==> config.mk <==
export PLATFORM = sky130hd
export DESIGN_NAME = fas_n
export DESIGN_NICKNAME = d
export VERILOG_FILES = /design/src/rtl/fas_pkg.sv /design/src/rtl/full_adder.sv /design/src/rtl/fas_n.sv
export SDC_FILE = /design/constraint.sdc
export NUM_CORES = 1
export LEC_CHECK = 0
export ABC_CLOCK_PERIOD_IN_PS = 1600
export BUFFER_PORTS_ARGS = -buffer_cell sky130_fd_sc_hd__buf_2
export CAP_MARGIN = 20
export CORE_MARGIN = 5
export CORE_UTILIZATION = 48
export DETAILED_ROUTE_END_ITERATION = 10
export GPL_TIMING_DRIVEN = 0
export HOLD_SLACK_MARGIN = 0.03
export PLACE_DENSITY = 0.89
export RECOVER_POWER = 50
export SYNTH_ARGS = -nofsm -noshare
export SYNTH_HDL_FRONTEND = slang
export SYNTH_HIERARCHICAL = 1
export SYNTH_SLANG_ARGS = --single-unit
==> constraint.sdc <==
create_clock -name clk -period 1.6 [get_ports clk]
set_clock_uncertainty 0.05 [all_clocks]
set_input_delay 0.08 -clock clk [delete_from_list [all_inputs] [get_ports clk]]
set_output_delay 0.08 -clock clk [all_outputs]
set_load 0.02 [all_outputs]
==> src/rtl/fas_pkg.sv <==
// Shared constants for the fas_n registered adder/subtractor slice.
package fas_pkg;

    localparam logic FAS_OP_ADD = 1'b0;
    localparam logic FAS_OP_SUB = 1'b1;

    localparam int unsigned FAS_DEFAULT_N = 32;

endpackage

==> src/rtl/full_adder.sv <==
// Combinational 1-bit full adder; one stage of the fas_n ripple chain.
module full_adder (
    input  logic a,
    input  logic b,
    input  logic cin,
    output logic s,
    output logic cout
);

    assign s    = a ^ b ^ cin;
    assign cout = (a & b) | (a & cin) | (b & cin);

endmodule

==> src/rtl/fas_n.sv <==
// N-bit registered adder/subtractor: ripple of full adders feeding an output register bank.
module fas_n
    import fas_pkg::*;
#(
    parameter int unsigned N = FAS_DEFAULT_N
) (
    input  logic         clk,
    input  logic         rst,
    input  logic [N-1:0] A,
    input  logic [N-1:0] B,
    input  logic         SEL,
    input  logic         CI,
    output logic [N-1:0] Y,
    output logic         CO,
    output logic         OV
);

    logic         is_sub;
    logic [N-1:0] bx;
    logic [N:0]   carry;
    logic [N-1:0] sum;

    logic [N-1:0] y_d, y_q;
    logic         co_d, co_q;
    logic         ov_d, ov_q;

    // Subtract is A + ~B + ~CI, so CI acts as a borrow-in and CO as not-borrow.
    assign is_sub   = (SEL == FAS_OP_SUB);
    assign bx       = B ^ {N{is_sub}};
    assign carry[0] = CI ^ is_sub;

    for (genvar i = 0; i < N; i++) begin : g_chain
        full_adder u_fa (
            .a    (A[i]),
            .b    (bx[i]),
            .cin  (carry[i]),
            .s    (sum[i]),
            .cout (carry[i+1])
        );
    end

    always_comb begin
        y_d  = sum;
        co_d = carry[N];
        ov_d = carry[N] ^ carry[N-1];
    end

    always_ff @(posedge clk or posedge rst) begin
        if (rst) begin
            y_q  <= '0;
            co_q <= 1'b0;
            ov_q <= 1'b0;
        end else begin
            y_q  <= y_d;
            co_q <= co_d;
            ov_q <= ov_d;
        end
    end

    assign Y  = y_q;
    assign CO = co_q;
    assign OV = ov_q;

endmodule

* Word level (Yosys, flattened, before mapping)
Index checks and enable logic that the tools add are counted.
** Word-level totals
- Bits in registers :: 34
- Input bits :: 68
- Output and inout port bits :: 34
- Logic and storage cells :: 230
** Cells by class
- Bitwise logic cells :: 227
** Operators by type and width (number)
- $and A1 B1 Y1 :: 96
- $xor A1 B1 Y1 :: 66
- $or A1 B1 Y1 :: 64
- $xor A32 B32 Y32 :: 1

* Longest topological paths before layout
- Word-level depth :: 98
- Mapped depth :: 36
- Mapped depth without buffers :: 34

* Hierarchy
The synthesis kept the hierarchy.
** By module, submodules not included
- fas_n :: times used 1, cells each 73, area each 1223.7 um2, seq. area each 850.8 um2
- full_adder :: times used 32, cells each 1, area each 20.0 um2, seq. area each 0.0 um2

* Worst setup path after synthesis
No wires, ideal clock.
- Path type :: input to register
- Start :: in SEL
- End :: reg ov_q (netlist: OV)
- Setup time :: 0.124 ns
- Arrival :: 12.881 ns
- Required time :: 1.426 ns
- Slack :: -11.454 ns
- Stages :: 36
- Path buffers :: 2
- Cell sequence :: buf_6 -> buf_12 -> xor2_1 -> fa_1 -> fa_1 -> fa_1 -> fa_1 -> fa_1 -> fa_1 -> fa_1 -> fa_1 -> fa_1 -> fa_1 -> fa_1 -> fa_1 -> fa_1 -> fa_1 -> fa_1 -> fa_1 -> fa_1 -> fa_1 -> fa_1 -> fa_1 -> fa_1 -> fa_1 -> fa_1 -> fa_1 -> fa_1 -> fa_1 -> fa_1 -> fa_1 -> fa_1 -> fa_1 -> fa_1 -> fa_1 -> xor2_1
** Between the ends
- Longest elaborated chain between the ends :: 98
- Elaborated cells on any way between the ends :: 163
- Those cells by class :: 163 x bitwise
** RTL lines
- from (decl) :: line fas_n.sv:11 : input logic SEL,
- $xor A32 B32 Y32 (*) :: line fas_n.sv:29 : assign bx = B ^ {N{is_sub}};
- named net bx[0] :: line fas_n.sv:19 : logic [N-1:0] bx;
- $and A1 B1 Y1 :: line full_adder.sv:11 : assign cout = (a & b) | (a & cin) | (b & cin);
- $or A1 B1 Y1 :: line full_adder.sv:11
- $or A1 B1 Y1 (*) :: line full_adder.sv:11
- named net carry[1] :: line fas_n.sv:20 : logic [N:0] carry;
- $and A1 B1 Y1 :: line full_adder.sv:11
- $or A1 B1 Y1 :: line full_adder.sv:11
- (+1 left out)
- named net carry[2] :: line fas_n.sv:20
- (+3 left out)
- named net carry[3] :: line fas_n.sv:20
- (+3 left out)
- named net carry[4] :: line fas_n.sv:20
- (+3 left out)
- named net carry[5] :: line fas_n.sv:20
- (+3 left out)
- named net carry[6] :: line fas_n.sv:20
- (+3 left out)
- named net carry[7] :: line fas_n.sv:20
- (+3 left out)
- named net carry[8] :: line fas_n.sv:20
- (+3 left out)
- named net carry[9] :: line fas_n.sv:20
- (+3 left out)
- named net carry[10] :: line fas_n.sv:20
- (+3 left out)
- named net carry[11] :: line fas_n.sv:20
- (+3 left out)
- named net carry[12] :: line fas_n.sv:20
- (+3 left out)
- named net carry[13] :: line fas_n.sv:20
- (+3 left out)
- named net carry[14] :: line fas_n.sv:20
- (+3 left out)
- named net carry[15] :: line fas_n.sv:20
- (+3 left out)
- named net carry[16] :: line fas_n.sv:20
- (+3 left out)
- named net carry[17] :: line fas_n.sv:20
- (+3 left out)
- named net carry[18] :: line fas_n.sv:20
- (+3 left out)
- named net carry[19] :: line fas_n.sv:20
- (+3 left out)
- named net carry[20] :: line fas_n.sv:20
- (+3 left out)
- named net carry[21] :: line fas_n.sv:20
- (+3 left out)
- named net carry[22] :: line fas_n.sv:20
- (+3 left out)
- named net carry[23] :: line fas_n.sv:20
- (+3 left out)
- named net carry[24] :: line fas_n.sv:20
- (+3 left out)
- named net carry[25] :: line fas_n.sv:20
- (+3 left out)
- named net carry[26] :: line fas_n.sv:20
- (+3 left out)
- named net carry[27] :: line fas_n.sv:20
- (+3 left out)
- named net carry[28] :: line fas_n.sv:20
- (+3 left out)
- named net carry[29] :: line fas_n.sv:20
- (+3 left out)
- named net carry[30] :: line fas_n.sv:20
- (+2 left out)
- $or A1 B1 Y1 (*) :: line full_adder.sv:11
- named net carry[31] :: line fas_n.sv:20
- $and A1 B1 Y1 :: line full_adder.sv:11
- $or A1 B1 Y1 :: line full_adder.sv:11
- $or A1 B1 Y1 (*) :: line full_adder.sv:11
- named net carry[32] :: line fas_n.sv:20
- $xor A1 B1 Y1 (*) :: line fas_n.sv:45 : ov_d = carry[N] ^ carry[N-1];
- named net ov_d :: line fas_n.sv:25 : logic ov_d, ov_q;
- to (signal assigned) :: line fas_n.sv:56 : ov_q <= ov_d;
- to (decl) :: line fas_n.sv:25
The timed path passes the listed nets; every way through them passes the cells marked *.

* Worst setup path in the final report
Ends and elaborated chain as after synthesis.

==> out/qor.csv <==
stage,metric,value,unit
status,status,finished with violations,
status,violations,setup timing,
clocking,max-clock-path-buffers,2,
critical_path,end_kind,flop,
critical_path,slowest_delay,0.37,ns
critical_path,critPathBufInv,2,
synthesis,postSynthCellCount,105,
sta,finalSetupViolCount,31,
critical_path,cp.required,1.72,ns
placed_design,dp_hpwl,3530,um
global_routing,grt_pass1_vias,1479,
die,coreArea,0.00372,mm2
layout,nets,319,
layout,drive_gt1_frac,0.683,
sta,rsz0062_at_grt,yes,
critical_path,worstSetupStartpointType,input port,
placed_design,io_buffer_count,100,
placed_design,postPlaceCellArea,0.00255,mm2
critical_path,cp.arrival,11.85,ns
critical_path,cp_slowest_cell,fa_2,
layout,area_growth,44.3,%
clocking,htreeDepth,2,
detailed_routing,routedWlPerCell,15.7,um
power_and_ir_drop,finalPower,2.99,mW
critical_path,crit_type,in -> reg,
detailed_routing,drt_iter0_drc,11,
detailed_routing,drt-total-wl,4180,um
sta,period_share,7.33,
synthesis,ys_ff_latch,34,
global_routing,grt_pass1_wl,6800,um
sta,worst_pin_slew,0.716,ns
die,initial_core_util,0.502,
sta,fin_crit,11.73,ns
global_routing,antenna_found_initial,0,
die,die_area,0.00523,mm2
synthesis,syn_area_per_cell,17.8,um2
layout,nFillCells,272,
power_and_ir_drop,leakagePower,1.27,nW
sta,slew-limit-headroom,0.522,
detailed_routing,detail-route-antenna-nets,0,
sta,drv_slew,0,
layout,final_area,0.00269,mm2
die,dieHeight,72.3,um
synthesis,synth-seq-area-share,0.456,
detailed_routing,route.detailed.drc,0,
die,fp.dieW,72.3,um
synthesis,synth_nets,205,
sta,worst_slack,-10.13,ns
job,drv_cap,0,
clocking,cts_made_buffers,5,
clocking,cts_tree,yes,
detailed_routing,viasPerCell,4.56,
clocking,clockRootBuffer,clkbuf_8,
global_routing,grt_start_max_net_pins,20,
die,io_pins,102,
sta,fin_tns_setup,-170.49,ns
placed_design,gp_congestion,0.787,
layout,diodes,0,
clocking,cts.sinks,34,
placed_design,place_ws,-10.55,ns
worst_hold_path,min_path_cells,2,
layout,finalNonFillerCells,266,
synthesis,ys_types,6,
sta,hold_viol_final,0,
critical_path,worst_path_most_repeated_cell,fa_2,
global_routing,overflow,0,
worst_hold_path,hold_class,in -> reg,
clocking,cts.reportedPaths.clkPinSlew,0.07,ns
power_and_ir_drop,power_density,1110,mW/mm2
detailed_routing,firstDrtPassIters,4,
layout,final_cell_mix,"buf_2 (100), dfrtp_1 (34), xor2_1 (33)",
global_routing,grt.total_usage,0.179,
power_and_ir_drop,ir_drop,520,uV
die,std_cell_rows,22,
critical_path,worstPathMaxFanout,4,
synthesis,yosys_warnings,6,
layout,layout_commonest_cell,buf_2,
sta,max_freq,85.2,MHz
critical_path,cp.depth,36,
detailed_routing,via_count,1212,
synthesis,synth_area,0.00186,mm2
critical_path,crit_family,adder cells,
placed_design,dp_cells,254,
layer usage:
layer / wire [um] / global-route usage / vias up
met3: 441 / 0.0526 / 10
li1: - / - / 535
met4: 127 / 0.0981 / 0
met1: 1320 / 0.185 / 594
met5: 0 / 0 / -
met2: 2290 / 0.323 / 73
where the power goes:
part	internal, mW	leakage (nW)	switching [mW]	total (mW)
clock network	0.331	0.0431	0.276	0.607
registers	1.11	0.396	0.0587	1.17
logic	0.480	0.833	0.734	1.21
total	1.92	1.27	1.07	2.99
metrics by stage:
stage,hold slack [ns],utilization
after floorplan,0.172,-
after global placement,0.334,0.678
after detailed placement,0.172,0.686
after CTS,0.0610,0.719
after global routing,0.0647,0.724
final,0.0648,0.724
cell type report:
cell class / instances / area, um2 / share of cell area
inverters: 1 / 3.75 / 0.00140
well taps: 48 / 60.1 / 0.0223
clock buffers: 6 / 82.6 / 0.0307
multi-input cells: 66 / 1040 / 0.386
repair buffers: 107 / 576 / 0.214
flip-flops and latches: 34 / 851 / 0.316
plain buffers: 4 / 80.1 / 0.0298
what timing repair did:
item | CTS | global route
pin swaps | 1 | 0
endpoints found under the hold margin | 15 | 0
setup buffers | 4 | 1
hold buffers | 1 | 0
resized for setup | 0 | 1
setup endpoints to repair | 31 | 31
worst paths after layout:
check                       from         endpoint  slack [ns]
max in group asynchronous    rst  Y[18]$_DFF_PP0_        0.55
worst min-delay path       A[24]  Y[24]$_DFF_PP0_        0.06
worst max-delay path         SEL     OV$_DFF_PP0_      -10.13
min in group asynchronous    rst   Y[2]$_DFF_PP0_        0.42
flip-flops by register name, indices dropped and copies added (netlist names):
| name | flops |
|---|---|
| Y | 32 |
| CO | 1 |
| OV | 1 |
Yosys cell counts (all sizes together):
cell type | number | area, um2
buf | 4 | 71.3
fa | 32 | 641
dfrtp | 34 | 851
inv | 1 | 3.75
xor2 | 34 | 298
cell families (layout without fill, tap and decap cells):
kind of cell,after synthesis,in the layout,synth area share
buffers and inverters,5,118,0.0403
XOR/XNOR,34,34,0.160
adder cells (fa/ha/maj),32,32,0.344
flip-flops,34,34,0.456
No activity file was read; power rests on OpenSTA's default activity.
